<file path="src/rtl/rv_fwd_pkg.sv">
// Shared encodings and tag record for the EX-stage operand forwarding controller.
// Consumed by forward_select_ctrl (optional forwarding under FWD_CTRL_FORWARDING_EN).
package rv_fwd_pkg;

    localparam int SEL_WIDTH      = 3;
    localparam int REG_ADDR_WIDTH = 5;

    typedef enum logic [SEL_WIDTH-1:0] {
        SEL_RF      = 3'b000,
        SEL_EX_ALU  = 3'b001,
        SEL_WB_ALU  = 3'b010,
        SEL_WB_LOAD = 3'b011,
        SEL_PC      = 3'b100,
        SEL_IMM     = 3'b101
    } sel_e;

    typedef struct packed {
        logic                      valid;
        logic [REG_ADDR_WIDTH-1:0] rd;
        logic                      reg_write;
        logic                      mem_read;
    } tag_t;

    localparam tag_t TAG_BUBBLE = '0;

    // x0 is hardwired zero, so a producer of x0 never matches a consumer.
    function automatic logic tag_hit(input tag_t t, input logic [REG_ADDR_WIDTH-1:0] src);
        return t.valid && t.reg_write && (t.rd != '0) && (t.rd == src);
    endfunction

endpackage

</file>
<file path="src/rtl/fwd_tag_stage.sv">
// One pipeline tag register: holds on freeze, loads a bubble on request,
// and clears asynchronously on reset.
module fwd_tag_stage
    import rv_fwd_pkg::*;
(
    input  logic clk,
    input  logic rst_n,
    input  logic hold,
    input  logic bubble,
    input  tag_t d,
    output tag_t q
);

    // NOTE: sequential state uses non-blocking assignment so every stage samples pre-edge values.
    always_ff @(posedge clk or negedge rst_n) begin
        if (!rst_n) begin
            q <= TAG_BUBBLE;
        end else if (!hold) begin
            q <= bubble ? TAG_BUBBLE : d;
        end
    end

endmodule

</file>
<file path="src/rtl/forward_select_ctrl.sv">
// Operand-select and hazard-stall controller for the EX stage.
// Define FWD_CTRL_FORWARDING_EN to enable bypassing; otherwise hazards stall until clear.
module forward_select_ctrl #(
    parameter int REG_ADDR_WIDTH = 5,
    parameter int SEL_WIDTH      = 3
) (
    input  logic                      clk,
    input  logic                      rst_n,
    input  logic [REG_ADDR_WIDTH-1:0] rs1_id,
    input  logic [REG_ADDR_WIDTH-1:0] rs2_id,
    input  logic [REG_ADDR_WIDTH-1:0] rd_id,
    input  logic                      reg_write_id,
    input  logic                      mem_read_id,
    input  logic                      use_pc_id,
    input  logic                      use_imm_id,
    input  logic                      stall_in,
    input  logic                      flush,
    output logic [SEL_WIDTH-1:0]      sel_a,
    output logic [SEL_WIDTH-1:0]      sel_b,
    output logic                      stall_out
);

    typedef rv_fwd_pkg::tag_t tag_t;

    tag_t                 id_tag, ex_q, mem_q, wb_q;
    logic                 ex_a, mem_a, wb_a, ex_b, mem_b, wb_b;
    logic                 used_a, used_b, bubble;
    logic [SEL_WIDTH-1:0] next_a, next_b;

    assign id_tag = '{valid: 1'b1, rd: rd_id, reg_write: reg_write_id, mem_read: mem_read_id};

    assign ex_a  = rv_fwd_pkg::tag_hit(ex_q,  rs1_id);
    assign mem_a = rv_fwd_pkg::tag_hit(mem_q, rs1_id);
    assign wb_a  = rv_fwd_pkg::tag_hit(wb_q,  rs1_id);
    assign ex_b  = rv_fwd_pkg::tag_hit(ex_q,  rs2_id);
    assign mem_b = rv_fwd_pkg::tag_hit(mem_q, rs2_id);
    assign wb_b  = rv_fwd_pkg::tag_hit(wb_q,  rs2_id);

    assign used_a = !use_pc_id;
    assign used_b = !use_imm_id;

    // NOTE: every always_comb output gets a default first so no path can infer a latch.
    always_comb begin
        next_a    = rv_fwd_pkg::SEL_RF;
        next_b    = rv_fwd_pkg::SEL_RF;
        stall_out = 1'b0;
`ifdef FWD_CTRL_FORWARDING_EN
        // WB producers read through the register file (write-before-read).
        if (ex_a)       next_a = rv_fwd_pkg::SEL_EX_ALU;
        else if (mem_a) next_a = mem_q.mem_read ? rv_fwd_pkg::SEL_WB_LOAD : rv_fwd_pkg::SEL_WB_ALU;
        else if (wb_a)  next_a = rv_fwd_pkg::SEL_RF;

        if (ex_b)       next_b = rv_fwd_pkg::SEL_EX_ALU;
        else if (mem_b) next_b = mem_q.mem_read ? rv_fwd_pkg::SEL_WB_LOAD : rv_fwd_pkg::SEL_WB_ALU;
        else if (wb_b)  next_b = rv_fwd_pkg::SEL_RF;

        stall_out = ex_q.mem_read && ((used_a && ex_a) || (used_b && ex_b));
`else
        stall_out = (used_a && (ex_a || mem_a || (wb_a && 1'b0)))
                 || (used_b && (ex_b || mem_b || (wb_b && 1'b0)));
`endif
        if (use_pc_id)  next_a = rv_fwd_pkg::SEL_PC;
        if (use_imm_id) next_b = rv_fwd_pkg::SEL_IMM;
    end

    assign bubble = stall_out || flush;

    fwd_tag_stage u_ex (
        .clk    (clk),
        .rst_n  (rst_n),
        .hold   (stall_in),
        .bubble (bubble),
        .d      (id_tag),
        .q      (ex_q)
    );

    fwd_tag_stage u_mem (
        .clk    (clk),
        .rst_n  (rst_n),
        .hold   (stall_in),
        .bubble (1'b0),
        .d      (ex_q),
        .q      (mem_q)
    );

    fwd_tag_stage u_wb (
        .clk    (clk),
        .rst_n  (rst_n),
        .hold   (stall_in),
        .bubble (1'b0),
        .d      (mem_q),
        .q      (wb_q)
    );

    // A bubble entering EX carries neutral selects so it cannot consume a bypass.
    always_ff @(posedge clk or negedge rst_n) begin
        if (!rst_n) begin
            sel_a <= '0;
            sel_b <= '0;
        end else if (!stall_in) begin
            sel_a <= bubble ? SEL_WIDTH'(rv_fwd_pkg::SEL_RF) : next_a;
            sel_b <= bubble ? SEL_WIDTH'(rv_fwd_pkg::SEL_RF) : next_b;
        end
    end

endmodule

</file>
<file path="config.mk">
export PLATFORM = sky130hd
export DESIGN_NAME = forward_select_ctrl
export DESIGN_NICKNAME = d
export VERILOG_FILES = /design/src/rtl/rv_fwd_pkg.sv /design/src/rtl/fwd_tag_stage.sv /design/src/rtl/forward_select_ctrl.sv
export SDC_FILE = /design/constraint.sdc
export NUM_CORES = 1
export LEC_CHECK = 0
export CAP_MARGIN = 5
export CELL_PAD_IN_SITES_DETAIL_PLACEMENT = 2
export CELL_PAD_IN_SITES_GLOBAL_PLACEMENT = 2
export CORE_AREA = 4 4 61 76
export CTS_CLUSTER_DIAMETER = 120
export DETAILED_ROUTE_END_ITERATION = 16
export DIE_AREA = 0 0 65 80
export GPL_TIMING_DRIVEN = 0
export PLACE_DENSITY_LB_ADDON = 0.1
export SLEW_MARGIN = 20
export SYNTH_ARGS = -nofsm -noshare
export SYNTH_HDL_FRONTEND = slang
export SYNTH_HIERARCHICAL = 1
export SYNTH_SLANG_ARGS = --single-unit
export TNS_END_PERCENT = 5
</file>
<file path="constraint.sdc">
create_clock -name clk -period 2.5 [get_ports clk]
set_input_delay 0.25 -clock clk [delete_from_list [all_inputs] [get_ports clk]]
set_output_delay 0.25 -clock clk [all_outputs]
set_load 0.02 [all_outputs]
</file>
==> results of run 1 <==
## placed cells by master, fill, tap and decap left out
cell	count
clkdlybuf4s50_1	24
or4_1	1
nor4_1	2
a22o_2	2
nor3_1	2
xor2_1	4
xnor2_1	16
o21ai_0	10
nand4_1	4
nand3b_1	1
clkbuf_8	4
a21oi_1	2
nand2_1	13
buf_6	2
conb_1	11
a32o_1	2
or3_1	1
nand2b_1	12
dfrtp_1	16
o21ai_2	2
o211ai_2	1
buf_4	6
dlygate4sd2_1	1
o311a_1	1
nor2_1	3
## report_power, final
| group | leakage [uW] | switching [uW] | total [uW] | internal, uW |
|---|---|---|---|---|
| Clock | 0.0000288 | 99.6 | 240 | 140 |
| Combinational | 0.000336 | 65.1 | 150 | 85.0 |
| Sequential | 0.000212 | 26.1 | 303 | 277 |
| Total | 0.000577 | 191 | 693 | 502 |
## layer usage
metal | wire [um] | global-route usage, %
met5 | 0 | 0
met4 | 42 | 5.07
met3 | 135 | 2.82
met2 | 1450 | 21.1
met1 | 1260 | 15.2
## through the flow
| step | instances | total power, uW | cell area (um^2) | util, % | setup slack, ps |
|---|---|---|---|---|---|
| after global placement | 191 | 456 | 1330 | 34.6 | 120 |
| after CTS | 197 | 704 | 1400 | 36.4 | 98.2 |
| after global routing | 197 | 737 | 1400 | 36.4 | 36.9 |
| after floorplan | 112 | 382 | 1010 | - | 650 |
| after detailed placement | 191 | 461 | 1330 | 34.6 | 105 |
| final | 197 | 693 | 1400 | 36.4 | 125 |
## worst max-delay path: stages (launching register included)
cell and delay (ps):
dfrtp_1 430, or4_1 560, o211ai_2 180, nor4_1 80, a21oi_1 220, nand2_1 80, dlygate4sd2_1 320
## path summary, 6_finish.rpt
| check | end | start | slack, ps |
|---|---|---|---|
| worst max register to register | u_ex/q[6]$_DFFE_PN0N_ | u_mem/q[3]$_DFFE_PN0N_ | 260 |
| min in group clk | u_mem/q[1]$_DFFE_PN0N_ | u_mem/q[1]$_DFFE_PN0N_ | 520 |
| max in group asynchronous | u_ex/q[2]$_DFFE_PN0N_ | rst_n | 1580 |
| worst min register to register | u_mem/q[1]$_DFFE_PN0N_ | u_mem/q[1]$_DFFE_PN0N_ | 520 |
| worst max-delay path | stall_out | u_mem/q[3]$_DFFE_PN0N_ | 120 |
| worst min-delay path | u_mem/q[3]$_DFFE_PN0N_ | rst_n | 440 |
## sequential cells by signal, summed over array words and instances, names as in the netlist
| register | flops |
|---|---|
| u_ex/q | 7 |
| u_mem/q | 7 |
| sel_a | 1 |
| sel_b | 1 |
## layout make-up
| cell class | count | area share [%] |
|---|---|---|
| multi-input cells | 90 | 40.0 |
| flip-flops and latches | 16 | 28.6 |
| repair buffers | 27 | 18.9 |
| well taps | 54 | 4.83 |
| clock buffers | 4 | 3.93 |
| plain buffers | 6 | 3.75 |
## what timing repair did
| action | in CTS | in global routing |
|---|---|---|
| hold endpoints to repair | 0 | 0 |
| gates resized for setup | 1 | 0 |
| setup buffers | 2 | 0 |
| endpoints found under the setup margin | 1 | 0 |
==> results.json, run 1 <==
{
  "pin_count": 30,
  "fmax_mhz": 421,
  "dr_total_vias": 871,
  "ant_nets": 0,
  "drc": 0,
  "power_density_nw_per_um2": 495,
  "clk_pin_slew_ps": 70,
  "cts_sinks": 16,
  "place_congestion": 0.819,
  "cts_max_level": 1,
  "antenna_found_initial": 0,
  "multi_input_area_um2": 561,
  "hold_slack_ps": 445,
  "fillers": 441,
  "arrival_ps": 2130,
  "cts_buffers": 3,
  "maxSlewViolCount": 0,
  "grt_use_total_pct": 12.5,
  "avgSynthCellArea_um2": 9.51,
  "worstMarginPinSlew_ps": 768,
  "die_y_um": 80,
  "num_antenna_cells": 0,
  "nets": 167,
  "finalClockSkew_ps": 4.41,
  "cts_tree": "done",
  "ir_drop_mv": 0.200,
  "via_per_inst": 4.42,
  "die_x_um": 65,
  "reg2reg_depth": 8,
  "drt-total-wl_um": 2880,
  "grt_pass1_vias": 992,
  "min_period_ps": 2380,
  "finalSetupTns_ps": 0,
  "setup_viol": 0,
  "grt_max_degree": 17,
  "drt_pass1_iterations": 4,
  "core-area_um2": 3850,
  "p_leak_uw": 0.000577,
  "yosysWarnings": 6,
  "rows": 25,
  "crit_type": "flop to primary output",
  "cp_max_fo": 4,
  "start_util_pct": 25.5,
  "rsz0062_at_grt": "false",
  "seqCellArea_um2": 400,
  "wire_per_inst_um": 14.6,
  "syn_to_final_growth_pct": 42.9,
  "max_slew_margin_pct": 48.6,
  "grt_pass1_wl_um": 4950,
  "max-cap-violations": 0,
  "start_kind": "flop",
  "layout-drive-gt1-share_pct": 11.9,
  "fin_crit_sh_pct": 95.0,
  "ctsRootBufferMaster": "clkbuf_8",
  "endpoint_kind": "primary output",
  "worstPathRequired_ps": 2250,
  "finalHoldViolCount": 0,
  "clk_latency_ps": 260,
  "die_area_um2": 5200,
  "syn_area_um2": 980,
  "drt_iter0_markers": 8,
  "synthCells": 103,
  "status": "finished, final reports clean",
  "grt_overflow": 0,
  "cts_max_path_buffers": 2,
  "hold_class": "primary input to async pin",
  "hpwl_um": 2260,
  "cts_hold_buf": 0,
  "port_buffers": 25
}
No activity file was read; power rests on OpenSTA's default activity.
==> inputs of run 2 (changes only) <==
==> constraint.sdc (replaced) <==
create_clock -name clk -period 2.5 [get_ports clk]
set_input_delay 0.25 -clock clk [delete_from_list [all_inputs] [get_ports clk]]
set_output_delay 0.25 -clock clk [all_outputs]
set_load 0.005 [all_outputs]
==> results.json, run 2 (same netlist as run 1, synthesis figures left out) <==
{
  "antenna_found_initial": 0,
  "rsz0062_at_grt": "false",
  "rrSetupSlack_ps": 290,
  "core-area_um2": 3850,
  "via_per_inst": 4.35,
  "top_usage_layer": "met2",
  "drt_iter0_markers": 11,
  "grt_pass1_wl_um": 5000,
  "finalSetupTns_ps": 0,
  "endpoint_kind": "flop",
  "max_slew_margin_pct": 47.4,
  "status": "finished, final reports clean",
  "arrival_ps": 2380,
  "fmax_mhz": 452,
  "place_congestion": 0.819,
  "crit_type": "flop to flop",
  "dr_total_vias": 869,
  "cts_sinks": 16,
  "cts_buffers": 3,
  "clk_latency_ps": 260,
  "port_buffers": 25,
  "worstMarginPinSlew_ps": 787,
  "grt_pass1_vias": 1009,
  "die_area_um2": 5200,
  "cp_max_fo": 7,
  "cts_hold_buf": 0,
  "worstPathRequired_ps": 2670,
  "die_y_um": 80,
  "p_total_uw": 693,
  "final_common_cell": "clkdlybuf4s50_1",
  "top_regs": "u_ex/q: 7 flops, u_mem/q: 7 flops",
  "wire_per_inst_um": 14.9,
  "pin_count": 30,
  "syn_to_final_growth_pct": 46.6,
  "met1_usage_pct": 15.1,
  "start_util_pct": 25.5,
  "fin_crit_sh_pct": 88.5,
  "ir_drop_mv": 0.277,
  "use_met2_pct": 21.7,
  "die_x_um": 65,
  "drc": 0,
  "num_antenna_cells": 0,
  "grt_use_total_pct": 12.7,
  "reg2reg_depth": 8,
  "cts_max_level": 1,
  "mostFrequentLayoutCells": "clkdlybuf4s50_1 (24), xnor2_1 (16), dfrtp_1 (14), nand2_1 (13), nand2b_1 (12)",
  "maxSlewViolCount": 0,
  "clk_pin_slew_ps": 70,
  "hold_class": "primary input to async pin",
  "grt_use_met3_pct": 2.82,
  "ctsRootBufferMaster": "clkbuf_8",
  "drt-total-wl_um": 2980,
  "hpwl_um": 2260,
  "min_period_ps": 2210,
  "cts_tree": "done",
  "power_density_nw_per_um2": 483,
  "max-cap-violations": 0,
  "grt_max_degree": 17,
  "finalHoldViolCount": 0,
  "p_leak_uw": 0.000605,
  "ant_nets": 0,
  "setup_viol": 0,
  "grt_overflow": 0,
  "drt_pass1_iterations": 4,
  "rows": 25,
  "nets": 170,
  "cts_max_path_buffers": 2,
  "start_kind": "flop",
  "finalClockSkew_ps": 4.91,
  "layout-drive-gt1-share_pct": 16.4
}
-- run 2: cell types whose count changed in the layout (fill, tap and decap cells not counted), sizes merged --
cell,before,now
buf,8,11
dlygate4sd2,1,0
dlymetal6s2s,0,1
-- run 2: through the flow --
stage	utilization, %	cell area [um^2]	hold WS, ps	cells	setup WS [ps]
final	37.3	1440	453	200	288
after global routing	37.3	1440	528	200	158
after CTS	36.8	1420	497	199	5.84
after detailed placement	34.6	1330	506	191	198
after global placement	34.6	1330	480	191	212
after floorplan	-	1010	-45.6	112	650
-- run 2: final timing paths --
check | startpoint | endpoint
worst max-delay path | u_mem/q[3]$_DFFE_PN0N_ | u_ex/q[7]$_DFFE_PN0N_
worst min-delay path | rst_n | u_ex/q[3]$_DFFE_PN0N_
worst max register to register | u_mem/q[3]$_DFFE_PN0N_ | u_ex/q[7]$_DFFE_PN0N_
worst min register to register | u_mem/q[7]$_DFFE_PN0N_ | u_mem/q[7]$_DFFE_PN0N_
max in group asynchronous | rst_n | u_mem/q[5]$_DFFE_PN0N_
min in group clk | u_mem/q[7]$_DFFE_PN0N_ | u_mem/q[7]$_DFFE_PN0N_
-- run 2: power breakdown --
part           switching [uW]  internal [uW]  leakage, uW
registers                24.1            278     0.000209
clock network            98.2            140    0.0000288
logic                    62.2           91.1     0.000367
total                     185            509     0.000605
-- run 2: repair_timing --
action                     in CTS  in global routing
resized for setup               0                  5
setup endpoints to repair       1                  1
buffers inserted                4                  1
pin swaps                       0                  1
-- run 2: layer usage --
| metal | vias up | routed length [um] |
|---|---|---|
| li1 | 425 | - |
| met1 | 419 | 1290 |
| met2 | 21 | 1500 |
| met3 | 4 | 135 |
| met4 | 0 | 42 |
| met5 | - | 0 |
-- run 2: layout make-up --
class	instances	area (um^2)
Buffer	6	52.6
Timing Repair Buffer	30	290
Sequential cell	16	403
Tap cell	54	67.6
Fill cell	444	2410
Multi-Input combinational cell	90	568
Clock buffer	4	55.1
-- run 2: worst max-delay path: stages, from the launching register on --
cell and delay [ps]:
dfrtp_1 390, or4_4 540, o211ai_2 200, nor4_1 80, a21oi_1 220, buf_4 160
nand3b_1 190, nand2b_1 210, o21ai_0 130
